$ cat src/rtl/utils_pkg.sv
// Shared AXI4 bus types plus the state enum and helpers used by the
// single-outstanding core-to-AXI master.
package utils_pkg;

  localparam int AXI_AW  = 32;
  localparam int AXI_DW  = 32;
  localparam int AXI_IDW = 4;

  typedef enum logic [2:0] {
    AXI_BYTE      = 3'd0,
    AXI_HALF_WORD = 3'd1,
    AXI_WORD      = 3'd2
  } axi_size_t;

  typedef enum logic [1:0] {
    AXI_OKAY   = 2'd0,
    AXI_EXOKAY = 2'd1,
    AXI_SLVERR = 2'd2,
    AXI_DECERR = 2'd3
  } axi_resp_t;

  typedef enum logic [1:0] {
    AXI_FIXED = 2'd0,
    AXI_INCR  = 2'd1,
    AXI_WRAP  = 2'd2
  } axi_burst_t;

  typedef enum logic [2:0] {
    MST_IDLE,
    MST_WR,
    MST_WR_RESP,
    MST_RD_ADDR,
    MST_RD_DATA,
    MST_RESP
  } axi_mst_st_t;

  typedef struct packed {
    logic [AXI_IDW-1:0] awid;
    logic [AXI_AW-1:0]  awaddr;
    logic [7:0]         awlen;
    axi_size_t          awsize;
    axi_burst_t         awburst;
    logic               awlock;
    logic [3:0]         awcache;
    logic [2:0]         awprot;
    logic [3:0]         awqos;
    logic [3:0]         awregion;
    logic               awuser;
    logic               awvalid;
    logic [AXI_DW-1:0]  wdata;
    logic [3:0]         wstrb;
    logic               wlast;
    logic               wuser;
    logic               wvalid;
    logic               bready;
    logic [AXI_IDW-1:0] arid;
    logic [AXI_AW-1:0]  araddr;
    logic [7:0]         arlen;
    axi_size_t          arsize;
    axi_burst_t         arburst;
    logic               arlock;
    logic [3:0]         arcache;
    logic [2:0]         arprot;
    logic [3:0]         arqos;
    logic [3:0]         arregion;
    logic               aruser;
    logic               arvalid;
    logic               rready;
  } s_axi_mosi_t;

  typedef struct packed {
    logic               awready;
    logic               wready;
    logic [AXI_IDW-1:0] bid;
    axi_resp_t          bresp;
    logic               bvalid;
    logic               arready;
    logic [AXI_IDW-1:0] rid;
    logic [AXI_DW-1:0]  rdata;
    axi_resp_t          rresp;
    logic               rlast;
    logic               rvalid;
  } s_axi_miso_t;

  function automatic logic [3:0] axi_size_to_strb(axi_size_t size);
    case (size)
      AXI_BYTE:      return 4'b0001;
      AXI_HALF_WORD: return 4'b0011;
      default:       return 4'b1111;
    endcase
  endfunction

  function automatic logic [31:0] axi_align_rd(
    logic [31:0] data,
    logic [1:0]  byte_sel,
    axi_size_t   size
  );
    logic [31:0] sh;
    sh = data >> {byte_sel, 3'b000};
    case (size)
      AXI_BYTE:      return {24'h0, sh[7:0]};
      AXI_HALF_WORD: return {16'h0, sh[15:0]};
      default:       return sh;
    endcase
  endfunction

  function automatic logic axi_misaligned(
    logic [1:0] addr_lo,
    axi_size_t  size
  );
    case (size)
      AXI_HALF_WORD: return addr_lo[0];
      AXI_WORD:      return |addr_lo;
      default:       return 1'b0;
    endcase
  endfunction

endpackage

$ cat src/rtl/axi_simple_master.sv
// Core load/store port to single-beat AXI4 master, one transfer
// outstanding, with strobes, read alignment and response timeout.
module axi_simple_master
  import utils_pkg::*;
#(
  parameter int unsigned TIMEOUT_CYC = 256
) (
  input  logic        clk,
  input  logic        rst,
  input  logic        req_valid,
  output logic        req_ready,
  input  logic        req_we,
  input  logic [31:0] req_addr,
  input  axi_size_t   req_size,
  input  logic [31:0] req_wdata,
  output logic        rsp_valid,
  input  logic        rsp_ready,
  output logic [31:0] rsp_rdata,
  output logic        rsp_err,
  output s_axi_mosi_t axi_mosi,
  input  s_axi_miso_t axi_miso
);

  localparam int unsigned CW =
    (TIMEOUT_CYC < 2) ? 1 : $clog2(TIMEOUT_CYC);
  localparam logic [CW-1:0] TMO_LAST = CW'(TIMEOUT_CYC - 1);

  axi_mst_st_t   state_q, state_d;
  logic [31:0]   addr_q, addr_d;
  axi_size_t     size_q, size_d;
  logic [31:0]   wdata_q, wdata_d;
  logic          awvalid_q, awvalid_d;
  logic          wvalid_q, wvalid_d;
  logic          arvalid_q, arvalid_d;
  logic          rsp_valid_q, rsp_valid_d;
  logic [31:0]   rsp_rdata_q, rsp_rdata_d;
  logic          rsp_err_q, rsp_err_d;
  logic [CW-1:0] cnt_q, cnt_d;

  logic aw_hs, w_hs, ar_hs, tmo_hit;
  logic unused_miso;

  assign aw_hs = awvalid_q & axi_miso.awready;
  assign w_hs  = wvalid_q & axi_miso.wready;
  assign ar_hs = arvalid_q & axi_miso.arready;
  assign tmo_hit = (TIMEOUT_CYC != 0) && (cnt_q == TMO_LAST);
  assign unused_miso = ^{axi_miso.bid, axi_miso.rid, axi_miso.rlast};

  always_comb begin
    state_d     = state_q;
    addr_d      = addr_q;
    size_d      = size_q;
    wdata_d     = wdata_q;
    awvalid_d   = awvalid_q;
    wvalid_d    = wvalid_q;
    arvalid_d   = arvalid_q;
    rsp_valid_d = rsp_valid_q;
    rsp_rdata_d = rsp_rdata_q;
    rsp_err_d   = rsp_err_q;
    cnt_d       = cnt_q;
    unique case (state_q)
      MST_IDLE: begin
        if (req_valid) begin
          addr_d  = req_addr;
          size_d  = req_size;
          wdata_d = req_wdata;
          if (axi_misaligned(req_addr[1:0], req_size)) begin
            state_d     = MST_RESP;
            rsp_valid_d = 1'b1;
            rsp_rdata_d = '0;
            rsp_err_d   = 1'b1;
          end else if (req_we) begin
            state_d   = MST_WR;
            awvalid_d = 1'b1;
            wvalid_d  = 1'b1;
          end else begin
            state_d   = MST_RD_ADDR;
            arvalid_d = 1'b1;
          end
        end
      end
      MST_WR: begin
        if (aw_hs) awvalid_d = 1'b0;
        if (w_hs)  wvalid_d  = 1'b0;
        if (!awvalid_d && !wvalid_d) begin
          state_d = MST_WR_RESP;
          cnt_d   = '0;
        end
      end
      MST_WR_RESP: begin
        if (axi_miso.bvalid) begin
          state_d     = MST_RESP;
          rsp_valid_d = 1'b1;
          rsp_rdata_d = '0;
          rsp_err_d   = (axi_miso.bresp != AXI_OKAY);
        end else if (tmo_hit) begin
          state_d     = MST_RESP;
          rsp_valid_d = 1'b1;
          rsp_rdata_d = '0;
          rsp_err_d   = 1'b1;
        end else begin
          cnt_d = cnt_q + CW'(1);
        end
      end
      MST_RD_ADDR: begin
        if (ar_hs) begin
          arvalid_d = 1'b0;
          state_d   = MST_RD_DATA;
          cnt_d     = '0;
        end
      end
      MST_RD_DATA: begin
        if (axi_miso.rvalid) begin
          state_d     = MST_RESP;
          rsp_valid_d = 1'b1;
          rsp_rdata_d = axi_align_rd(axi_miso.rdata,
                                     addr_q[1:0], size_q);
          rsp_err_d   = (axi_miso.rresp != AXI_OKAY);
        end else if (tmo_hit) begin
          state_d     = MST_RESP;
          rsp_valid_d = 1'b1;
          rsp_rdata_d = '0;
          rsp_err_d   = 1'b1;
        end else begin
          cnt_d = cnt_q + CW'(1);
        end
      end
      MST_RESP: begin
        if (rsp_ready) begin
          state_d     = MST_IDLE;
          rsp_valid_d = 1'b0;
          rsp_rdata_d = '0;
          rsp_err_d   = 1'b0;
        end
      end
      default: state_d = MST_IDLE;
    endcase
  end

  always_ff @(posedge clk or negedge rst) begin
    if (!rst) begin
      state_q     <= MST_IDLE;
      addr_q      <= '0;
      size_q      <= AXI_BYTE;
      wdata_q     <= '0;
      awvalid_q   <= 1'b0;
      wvalid_q    <= 1'b0;
      arvalid_q   <= 1'b0;
      rsp_valid_q <= 1'b0;
      rsp_rdata_q <= '0;
      rsp_err_q   <= 1'b0;
      cnt_q       <= '0;
    end else begin
      state_q     <= state_d;
      addr_q      <= addr_d;
      size_q      <= size_d;
      wdata_q     <= wdata_d;
      awvalid_q   <= awvalid_d;
      wvalid_q    <= wvalid_d;
      arvalid_q   <= arvalid_d;
      rsp_valid_q <= rsp_valid_d;
      rsp_rdata_q <= rsp_rdata_d;
      rsp_err_q   <= rsp_err_d;
      cnt_q       <= cnt_d;
    end
  end

  assign req_ready = (state_q == MST_IDLE);
  assign rsp_valid = rsp_valid_q;
  assign rsp_rdata = rsp_rdata_q;
  assign rsp_err   = rsp_err_q;

  // Every bus field comes straight from a flop or is constant.
  always_comb begin
    axi_mosi         = '0;
    axi_mosi.awaddr  = addr_q;
    axi_mosi.awsize  = size_q;
    axi_mosi.awburst = AXI_INCR;
    axi_mosi.awvalid = awvalid_q;
    axi_mosi.wdata   = wdata_q;
    axi_mosi.wstrb   = axi_size_to_strb(size_q);
    axi_mosi.wlast   = 1'b1;
    axi_mosi.wvalid  = wvalid_q;
    axi_mosi.bready  = 1'b1;
    axi_mosi.araddr  = addr_q;
    axi_mosi.arsize  = size_q;
    axi_mosi.arburst = AXI_INCR;
    axi_mosi.arvalid = arvalid_q;
    axi_mosi.rready  = 1'b1;
  end

endmodule

$ cat config.mk
export PLATFORM = sky130hd
export DESIGN_NAME = axi_simple_master
export DESIGN_NICKNAME = d
export VERILOG_FILES = /design/src/rtl/utils_pkg.sv /design/src/rtl/axi_simple_master.sv
export SDC_FILE = /design/constraint.sdc
export NUM_CORES = 1
export LEC_CHECK = 0
export CORE_ASPECT_RATIO = 0.8
export CORE_MARGIN = 2
export CORE_UTILIZATION = 40
export CTS_BUF_LIST = sky130_fd_sc_hd__clkbuf_16
export DETAILED_ROUTE_END_ITERATION = 10
export MAX_ROUTING_LAYER = met4
export PLACE_DENSITY = 0.91
export SETUP_SLACK_MARGIN = 0.15
export SYNTH_ARGS = -nofsm -noshare
export SYNTH_HDL_FRONTEND = slang
export SYNTH_SLANG_ARGS = --single-unit
$ cat constraint.sdc
create_clock -name clk -period 2.1 [get_ports clk]
set_input_delay 0.42 -clock clk [delete_from_list [all_inputs] [get_ports clk]]
set_output_delay 0.42 -clock clk [all_outputs]
set_load 0.01 [all_outputs]
==> results.py, run 1 <==
metrics = {
    "sta": {
        "relSlewSlack_pct": 61.7,
        "worst_slew_pin_slew_ns": 0.560,
        "setup_ws_ns": 0.193,
        "finClkSkew_ns": 0.00849,
        "rsz0062_at_grt": "no",
        "drv_slew": 0,
        "hold_viol_final": 0,
        "setup_violations": 0,
        "fmax_mhz": 524,
        "min_period_over_period_pct": 90.8,
        "post-route-min-period_ns": 1.91,
        "fin_tns_setup_ns": 0,
    },
    "flow_run": {
        "max_cap_viol_count": 0,
    },
    "place": {
        "pre_cts_ws_ns": -0.120,
        "dpl.hpwl_mm": 13.4,
        "port_buffers": 255,
        "globalplace.congestion": 0.897,
        "dpl_cell_area_sq_um": 8580,
    },
    "synth": {
        "yosysTopAreaCellShare_pct": 46.6,
        "synth.avg_cell_area_sq_um": 11.4,
        "async_flop_share_pct": 100,
        "ys.flop_type": "dfrtp_1",
        "synth.largest_area_cell": "dfrtp_1",
        "yosysWarnings": 0,
        "synth_cell_type_count": 57,
        "syn_area_sq_um": 6170,
        "synth-seq-cells": 115,
        "synth_edf_count": 0,
        "synthTopCellsByArea": "dfrtp_1 47%, mux2_2 14%, buf_4 13%, o2bb2ai_1 3.0%, mux2i_1 2.9%",
        "ys_seq_area_share_pct": 46.6,
        "synth_cells": 541,
    },
    "critical_path": {
        "worst-path-stages": 2,
        "required_ns": 1.68,
        "r2r_slack_ns": 0.23,
        "critical-path-max-stage-delay_ns": 0.42,
        "crit_chain": "or3_4 > clkdlybuf4s15_1",
        "slowest_stage": "or3_4",
        "path_max_fanout": 4,
        "path_buf_inv": 1,
        "setup.worst_path.class": "reg2out",
        "rr_worst_depth": 6,
        "r2r_start": "state_q[1]$_DFFE_PN0P_",
        "critPathCapture": "axi_mosi[73]",
        "worstReg2RegEnd": "rsp_rdata[20]$_DFFE_PN0P_",
        "crit_path_start": "size_q[2]$_DFFE_PN0P_",
        "critPathTopFamily": "simple AND/OR/NAND/NOR gates",
        "worst_setup_path_end_kind": "output pin",
        "critPathLaunchType": "flip-flop",
        "worstPathArrival_ns": 1.49,
    },
    "clocking": {
        "clock_path_buffers": 2,
        "cts-root-buf": "clkbuf_16",
        "cts.clk_slew.worst_paths_ns": 0.05,
        "cts_tree": "built",
        "htreeDepth": 4,
        "clk_latency_ns": 0.42,
        "cts_made_buffers": 17,
        "clock-sinks": 115,
    },
    "power": {
        "clkPwrFrac_pct": 20.9,
        "power_frac_seq_pct": 28.5,
        "internal-power_w": 0.00908,
        "p_comb_share_pct": 50.5,
        "swShare_pct": 34.7,
        "max-vdd-ir-drop_mv": 1.02,
        "p_leak_nw": 3.99,
        "p_per_area_nw_per_um2": 1500,
        "p_sw_w": 0.00482,
    },
    "global_routing": {
        "grt_max_degree": 52,
        "grtUsageTotal_pct": 22.3,
        "grt_overflow": 0,
        "grt_pass1_vias": 5012,
        "antenna_found_initial": 0,
        "grt_pass1_wl_mm": 27.0,
    },
    "layout": {
        "mostFrequentLayoutCell": "clkdlybuf4s50_1",
        "area_growth_pct": 49.8,
        "nets": 911,
        "finalCoreUtilization_pct": 61.4,
        "diodes": 0,
        "fin_area_sq_um": 9250,
        "most-common-layout-cells": "249 x clkdlybuf4s50_1, 110 x dfrtp_1, 75 x mux2_2",
        "drive_gt1_share_pct": 21.1,
    },
    "floorplan": {
        "die_y_um": 115,
        "die_w_um": 143,
        "core_area_sq_um": 15100,
        "boundaryPins": 332,
        "num_rows": 40,
        "dieArea_sq_um": 16500,
        "start_util_pct": 41.0,
    },
    "route": {
        "vias": 4902,
        "drcViolationCount": 0,
        "dr.first_iter.drc_count": 220,
        "avgRoutedWirePerCell_um": 17.6,
        "viasPerCell": 4.85,
        "finalWirelength_mm": 17.8,
        "dr.pass1.iters": 4,
        "ant_nets": 0,
    },
    "worst_hold_path": {
        "hold_class": "in2async",
    },
    "run_status": {
        "status": "complete, no violations",
    },
}
## final cells by class
type	count	area (sq um)
fill	1140	5810
timing repair buffer	296	2930
sequential	115	2880
multi-input combinational	352	2570
clock buffer	17	425
tap	210	263
clock inverter	15	164
inverter	6	22.5
## what timing repair did
item	CTS	global route
gates resized for setup	14	7
setup endpoints to repair	75	36
hold buffers	1	0
setup buffers	2	2
gates cloned	0	0
endpoints found under the hold margin	17	0
## metal layers
layer / wire length (um) / up-vias / global-route usage [%]
met5: 0 / - / -
li1: - / 2258 / -
met3: 1390 / 31 / 6.79
met4: 428 / 0 / 8.12
met1: 7210 / 2408 / 26.3
met2: 8800 / 205 / 36.0
## synth_stat cells (2+ instances only)
cell type    n
buf_4      111
nand3_1      8
or3b_4       2
nor2b_1     10
nor2_1      19
a41oi_1      2
mux2i_1     18
buf_6        8
buf_1        3
nor3_1       7
or3_1        2
or2_2        3
nand2_1     22
and2_1       5
and4_1       2
a21o_1       3
a21oi_1     14
o32ai_1      2
a211oi_1     5
o22a_1       4
o22ai_1      2
o2bb2ai_1   21
o21ai_0     13
a32oi_1      2
clkbuf_1     3
a21boi_0     2
dfrtp_1    115
inv_1        6
a22o_1       7
conb_1       2
buf_2        8
and3_1       2
and3b_1      3
a221oi_1     2
mux2_2      75
a31oi_1      7
## through the flow
stage	hold WS, ns	power, W	instances
final	0.446	0.0139	1011
after global routing	0.466	0.0146	1011
after CTS	0.449	0.0139	1009
after detailed placement	0.324	0.0109	974
after global placement	0.322	0.0107	974
after floorplan	0.124	0.00769	606
## cells by family (layout without fill, tap and decap cells)
kind of cell	count (synthesis)	in the layout	share of synthesized area (%)
AOI/OAI and AO/OA	96	96	11.5
other	2	67	0.122
buffers and inverters	139	334	16.3
and+or+nand+nor	93	93	8.33
muxes	93	93	16.6
xor gates and xnor gates	2	2	0.284
adders and majority gates	1	1	0.203
DFF	115	115	46.6
## how the worst min path moves through the flow
stage	start	end	cells after the start	slack (ns)
2_1_floorplan	rst	addr_q[0]$_DFFE_PN0P_	0	0.12
3_3_place_gp	rst	rsp_rdata[0]$_DFFE_PN0P_	1	0.32
3_5_place_dp	rst	rsp_rdata[16]$_DFFE_PN0P_	1	0.32
4_1_cts	rst	rsp_rdata[26]$_DFFE_PN0P_	2	0.45
5_1_grt	rst	rsp_rdata[31]$_DFFE_PN0P_	2	0.47
6_report	rst	rsp_rdata[16]$_DFFE_PN0P_	2	0.45
## flip-flops by register name, summed over array words and instances (netlist names), 3 cells and up
name and flops:
rsp_rdata 32, state_q 3, cnt_q 8, addr_q 32
wdata_q 32, size_q 3
## worst register-to-register path: cells and delay by family, from the launching register on
family | cells | cell delay, ns
flops | 1 | 0.47
compound gates | 2 | 0.49
simple gates | 2 | 0.47
buf+inv | 2 | 0.36
## power groups by stage
stage	combinational, W	clock, W	sequential [W]
2_1_floorplan	0.00355	0	0.00415
3_3_place_gp	0.00679	0	0.00393
3_5_place_dp	0.00692	0	0.00396
5_1_grt	0.00750	0.00305	0.00411
6_report	0.00702	0.00291	0.00397
4_1_cts	0.00701	0.00296	0.00398
(Power assumes the default switching activity.)
==> inputs of run 2 (changes only) <==
- GPL_TIMING_DRIVEN: not set -> 0
==> run 2 against run 1 <==
Wire length rose by 13%. Setup slack got worse by 0.016 ns. Via count is 9.2% higher. Global-route usage increased by 2.4 points. First-iteration DRC count grew 17%. Sequential power shrank 1%. Die area unchanged. Combinational power increased by 12%. Largest cell class unchanged. Highest routed layer unchanged.
==> results.py, run 2 (synthesized netlist as in run 1, its figures left out) <==
metrics = {
    "run_status": {
        "status": "complete, no violations",
    },
    "critical_path": {
        "crit_chain": "buf_6 > nor3_4 > dlygate4sd2_1",
        "critPathTopFamily": "buffers and inverters",
        "required_ns": 1.68,
        "setup.worst_path.class": "reg2out",
        "critical-path-max-stage-delay_ns": 0.37,
        "worstPathArrival_ns": 1.50,
        "path_max_fanout": 10,
        "path_buf_inv": 2,
        "slowest_stage": "dfrtp_1",
        "critPathLaunchType": "flip-flop",
        "worst-path-stages": 3,
        "rr_worst_depth": 6,
        "worst_setup_path_end_kind": "output pin",
    },
    "power": {
        "max-vdd-ir-drop_mv": 0.925,
        "finalPower_w": 0.0146,
        "p_leak_nw": 4.53,
        "p_per_area_nw_per_um2": 1450,
    },
    "layout": {
        "mostFrequentLayoutCell": "clkdlybuf4s50_1",
        "most-common-layout-cells": "246 x clkdlybuf4s50_1, 119 x buf_4, 111 x dfrtp_1",
        "drive_gt1_share_pct": 30.1,
        "nets": 1015,
        "finalNonFillerCells": 1116,
        "fin_area_sq_um": 10000,
        "area_growth_pct": 62.4,
    },
    "sta": {
        "rsz0062_at_grt": "yes",
        "relSlewSlack_pct": 62.2,
        "hold_ws_ns": 0.494,
        "worst_slew_pin_slew_ns": 0.567,
        "fmax_mhz": 520,
        "post-route-min-period_ns": 1.92,
        "min_period_over_period_pct": 91.5,
        "setup_violations": 0,
        "drv_slew": 0,
        "fin_tns_setup_ns": 0,
        "finClkSkew_ns": 0.0134,
        "hold_viol_final": 0,
    },
    "floorplan": {
        "num_rows": 40,
        "core_area_sq_um": 15100,
        "boundaryPins": 332,
        "die_y_um": 115,
        "start_util_pct": 41.0,
        "dieArea_sq_um": 16500,
        "die_w_um": 143,
    },
    "route": {
        "ant_nets": 0,
        "vias": 5351,
        "viasPerCell": 4.79,
        "dr.first_iter.drc_count": 257,
        "avgRoutedWirePerCell_um": 18.1,
        "dr.pass1.iters": 6,
        "finalWirelength_mm": 20.2,
        "drcViolationCount": 0,
    },
    "place": {
        "dpl_cell_area_sq_um": 9260,
        "dpl.hpwl_mm": 14.9,
        "globalplace.congestion": 0.890,
        "place_inst": 1072,
        "port_buffers": 255,
    },
    "global_routing": {
        "antenna_found_initial": 1,
        "use_met3_pct": 7.21,
        "grtUsageTotal_pct": 24.6,
        "grt_pass1_vias": 5412,
        "use_met2_pct": 40.6,
        "grt_pass1_wl_mm": 29.6,
        "grt_overflow": 0,
        "grt_max_degree": 65,
        "grt-busiest-layer": "met2",
        "use_met1_pct": 28.5,
    },
    "flow_run": {
        "max_cap_viol_count": 0,
    },
    "clocking": {
        "cts-root-buf": "clkbuf_16",
        "clk_latency_ns": 0.42,
        "clock-sinks": 115,
        "cts.clk_slew.worst_paths_ns": 0.06,
        "cts_tree": "built",
        "cts_made_buffers": 17,
        "htreeDepth": 4,
        "clock_path_buffers": 2,
    },
    "worst_hold_path": {
        "hold_class": "reg2reg",
        "holdPathStages": 1,
    },
}
## run 2: cell types whose count changed in the layout (fill, tap and decap cells not counted), moves of 2 or more
cell             previous run  this run
buf_6                       1         7
clkdlybuf4s50_1           249       246
buf_1                       0         2
buf_4                      35       119
clkbuf_2                    0         3
buf_2                       0         8
diode_2                     0         2
## run 2: final timing paths
kind	start	to	slack, ns
worst max-delay path	state_q[2]$_DFFE_PN0P_	req_ready	0.18
worst min-delay path	rsp_rdata[13]$_DFFE_PN0P_	rsp_rdata[13]$_DFFE_PN0P_	0.49
worst max register to register	addr_q[0]$_DFFE_PN0P_	rsp_rdata[15]$_DFFE_PN0P_	0.19
worst min register to register	rsp_rdata[13]$_DFFE_PN0P_	rsp_rdata[13]$_DFFE_PN0P_	0.49
max in group asynchronous	rst	addr_q[24]$_DFFE_PN0P_	0.89
min in group asynchronous	rst	state_q[2]$_DFFE_PN0P_	0.52
## run 2: per-stage QoR
| step | util (%) | worst slack [ns] |
|---|---|---|
| final | 66.5 | 0.178 |
| after global routing | 66.5 | 0.0750 |
| after CTS | 65.9 | 0.150 |
| after detailed placement | 61.5 | -0.393 |
| after global placement | 61.3 | -4.01 |
| after floorplan | - | 0.182 |
## run 2: report_power, final
part / leakage (nW) / switching (W) / internal (W)
combinational: 2.82 / 0.00330 / 0.00457
sequential: 1.43 / 0.000751 / 0.00317
clock: 0.276 / 0.00106 / 0.00173
total: 4.53 / 0.00512 / 0.00947
## run 2: what timing repair did
action	in CTS	in global routing
hold endpoints to repair	51	0
hold buffers	1	0
pin swaps	1	2
buffers inserted	5	5
endpoints found under the setup margin	108	67
resized for setup	22	17
## run 2: area by class of cell
type                    instances  area [sq um]
clock inverters                14           139
fillers                      1143          5040
well taps                     210           263
inverters                       6          22.5
diodes                          2          5.00
plain buffers                 133          1010
multi-input cells             352          2590
flip-flops and latches        115          2880
repair buffers                267          2690
clock buffers                  17           425
## run 2: worst reg2reg max path: cells and delay by family (launching register included)
kind                   cells  cell delay [ns]
AOI/OAI and AO/OA          2             0.33
buffers and inverters      3             0.62
DFF                        1             0.43
and+or+nand+nor            1             0.47
## run 2: layer usage
metal	routed length [um]	vias up	part of all wire (%)
li1	-	2459	-
met1	7960	2622	39
met2	10300	246	51
met3	1560	24	7.7
met4	388	0	1.9
met5	0	-	0
==> inputs of run 3 (changes only) <==
- clock period: 2.1 -> 2.05 ns (I/O delays scaled with it)
==> run 3 against run 2 <==
Final cell count up 1.1%. Clock skew down 0.0037 ns. Combinational power grew 7.6%. Critical path type is now in2reg. Critical endpoint is now rsp_rdata[31]$_DFFE_PN0P_. Largest power group unchanged.
==> results.py, run 3 (synthesized netlist as in run 1, its figures left out) <==
metrics = {
    "sta": {
        "post-route-min-period_ns": 1.91,
        "hold_viol_final": 0,
        "drv_slew": 0,
        "fmax_mhz": 525,
        "worst_slew_pin_slew_ns": 0.527,
        "relSlewSlack_pct": 64.8,
        "hold_ws_ns": 0.495,
        "fin_tns_setup_ns": 0,
        "setup_violations": 0,
        "min_period_over_period_pct": 93.0,
        "rsz0062_at_grt": "yes",
        "finClkSkew_ns": 0.00971,
    },
    "clocking": {
        "cts.clk_slew.worst_paths_ns": 0.06,
        "clock_path_buffers": 2,
        "clock-sinks": 115,
        "cts_tree": "built",
        "clk_latency_ns": 0.41,
        "cts-root-buf": "clkbuf_16",
        "cts_made_buffers": 17,
        "htreeDepth": 4,
    },
    "critical_path": {
        "setup.worst_path.class": "in2reg",
        "worst_setup_path_end_kind": "flip-flop",
        "slowest_stage": "clkdlybuf4s50_1",
        "crit_chain": "clkdlybuf4s50_1 > nor4bb_4 > a221o_2 > nand3_4 > buf_4 > a22o_1",
        "crit_path_start": "req_size[1]",
        "worstPathArrival_ns": 2.20,
        "required_ns": 2.34,
        "path_max_fanout": 6,
        "r2r_start": "state_q[1]$_DFFE_PN0P_",
        "critical-path-max-stage-delay_ns": 0.52,
        "critPathLaunchType": "input pin",
    },
    "floorplan": {
        "boundaryPins": 332,
        "num_rows": 40,
        "die_y_um": 115,
        "dieArea_sq_um": 16500,
        "die_w_um": 143,
        "start_util_pct": 41.0,
        "core_area_sq_um": 15100,
    },
    "route": {
        "viasPerCell": 4.86,
        "dr.pass1.iters": 5,
        "met1_length_mm": 8.06,
        "drcViolationCount": 0,
        "vias": 5481,
        "finalWirelength_mm": 20.7,
        "dr_wl_met2_mm": 10.6,
        "dr.first_iter.drc_count": 241,
        "top_layer": "met4",
        "avgRoutedWirePerCell_um": 18.3,
        "met3_length_mm": 1.57,
        "ant_nets": 0,
    },
    "global_routing": {
        "grt_overflow": 0,
        "grt_pass1_wl_mm": 29.8,
        "grt_pass1_vias": 5408,
        "grtUsageTotal_pct": 24.8,
        "grt_max_degree": 66,
        "antenna_found_initial": 0,
    },
    "place": {
        "dpl.hpwl_mm": 14.6,
        "globalplace.congestion": 0.868,
        "port_buffers": 255,
    },
    "power": {
        "p_per_area_nw_per_um2": 1500,
        "max-vdd-ir-drop_mv": 1.02,
        "p_leak_nw": 4.72,
        "finalPower_w": 0.0154,
    },
    "layout": {
        "nets": 1027,
        "area_growth_pct": 66.7,
        "mostFrequentLayoutCell": "clkdlybuf4s50_1",
        "most-common-layout-cells": "228 x clkdlybuf4s50_1, 130 x buf_4, 109 x dfrtp_1",
        "fill_cells": 1069,
        "multi_input_area_sq_um": 2720,
        "final-seq-area_sq_um": 2890,
        "drive_gt1_share_pct": 32.9,
    },
    "flow_run": {
        "max_cap_viol_count": 0,
    },
    "worst_hold_path": {
        "worstHoldStart": "rsp_rdata[13]$_DFFE_PN0P_",
        "hold_class": "reg2reg",
    },
    "run_status": {
        "status": "complete, no violations",
    },
}
==> run 3: cell count changes in the layout (fill, tap and decap cells not counted), sizes merged, moves of 3 or more <==
| cell | before | now |
|---|---|---|
| clkdlybuf4s50 | 246 | 228 |
| buf | 141 | 151 |
| clkinvlp | 2 | 5 |
| dlygate4sd2 | 4 | 12 |
| clkbuf | 22 | 25 |
| dlymetal6s2s | 2 | 12 |
==> run 3: per-layer routing <==
metal  track usage, %  vias up
met3             7.29       35
met1             29.3     2687
met4             7.66        0
li1                 -     2493
met5                -        -
met2             41.1      266
==> run 3: report_power, final <==
group / total (W) / internal, W / leakage (nW) / switching [W]
logic: 0.00847 / 0.00488 / 3.03 / 0.00358
registers: 0.00405 / 0.00325 / 1.43 / 0.000801
clock network: 0.00289 / 0.00177 / 0.264 / 0.00112
==> run 3: area by class of cell <==
class | count | area share (%)
Tap cell | 210 | 2.55
Clock inverter | 15 | 1.37
Buffer | 133 | 9.97
Sequential cell | 115 | 28.0
Clock buffer | 17 | 4.13
Inverter | 6 | 0.219
Antenna cell | 1 | 0.0243
Timing Repair Buffer | 279 | 27.2
Multi-Input combinational cell | 352 | 26.4
==> run 3: path summary, 6_finish.rpt <==
| check | end | slack, ns | depth (start not counted) |
|---|---|---|---|
| worst min-delay path | rsp_rdata[13]$_DFFE_PN0P_ | 0.49 | 1 |
| max in group asynchronous | addr_q[17]$_DFFE_PN0P_ | 0.84 | 3 |
| min in group asynchronous | cnt_q[4]$_DFFE_PN0P_ | 0.51 | 2 |
| worst max register to register | rsp_rdata[23]$_DFFE_PN0P_ | 0.15 | 6 |
| worst max-delay path | rsp_rdata[31]$_DFFE_PN0P_ | 0.14 | 6 |
| worst min register to register | rsp_rdata[13]$_DFFE_PN0P_ | 0.49 | 1 |
==> run 3: repair_timing <==
action / in CTS / in global routing
pin swaps: 2 / 5
hold endpoints to repair: 50 / 0
buffers inserted: 10 / 9
endpoints found under the setup margin: 78 / 79
gates cloned: 0 / 3
gates resized for setup: 36 / 52
hold buffers: 1 / 0
==> run 3: worst max-delay path, delay by kind of cell <==
kind / cells / cell delay (ns)
buffers and inverters: 2 / 0.73
AOI/OAI and AO/OA: 2 / 0.52
and+or+nand+nor: 2 / 0.54
==> run 3: per-stage QoR <==
stage               std cells  cell area, sq um  worst slack (ns)  util [%]
floorplan                 606              6420             0.273         -
global placement         1071              9240             -4.03      61.3
detailed placement       1072              9270            -0.337      61.5
CTS                      1115              9950             0.122      66.1
global route             1127             10300            0.0689      68.3
finish                   1128             10300             0.144      68.3
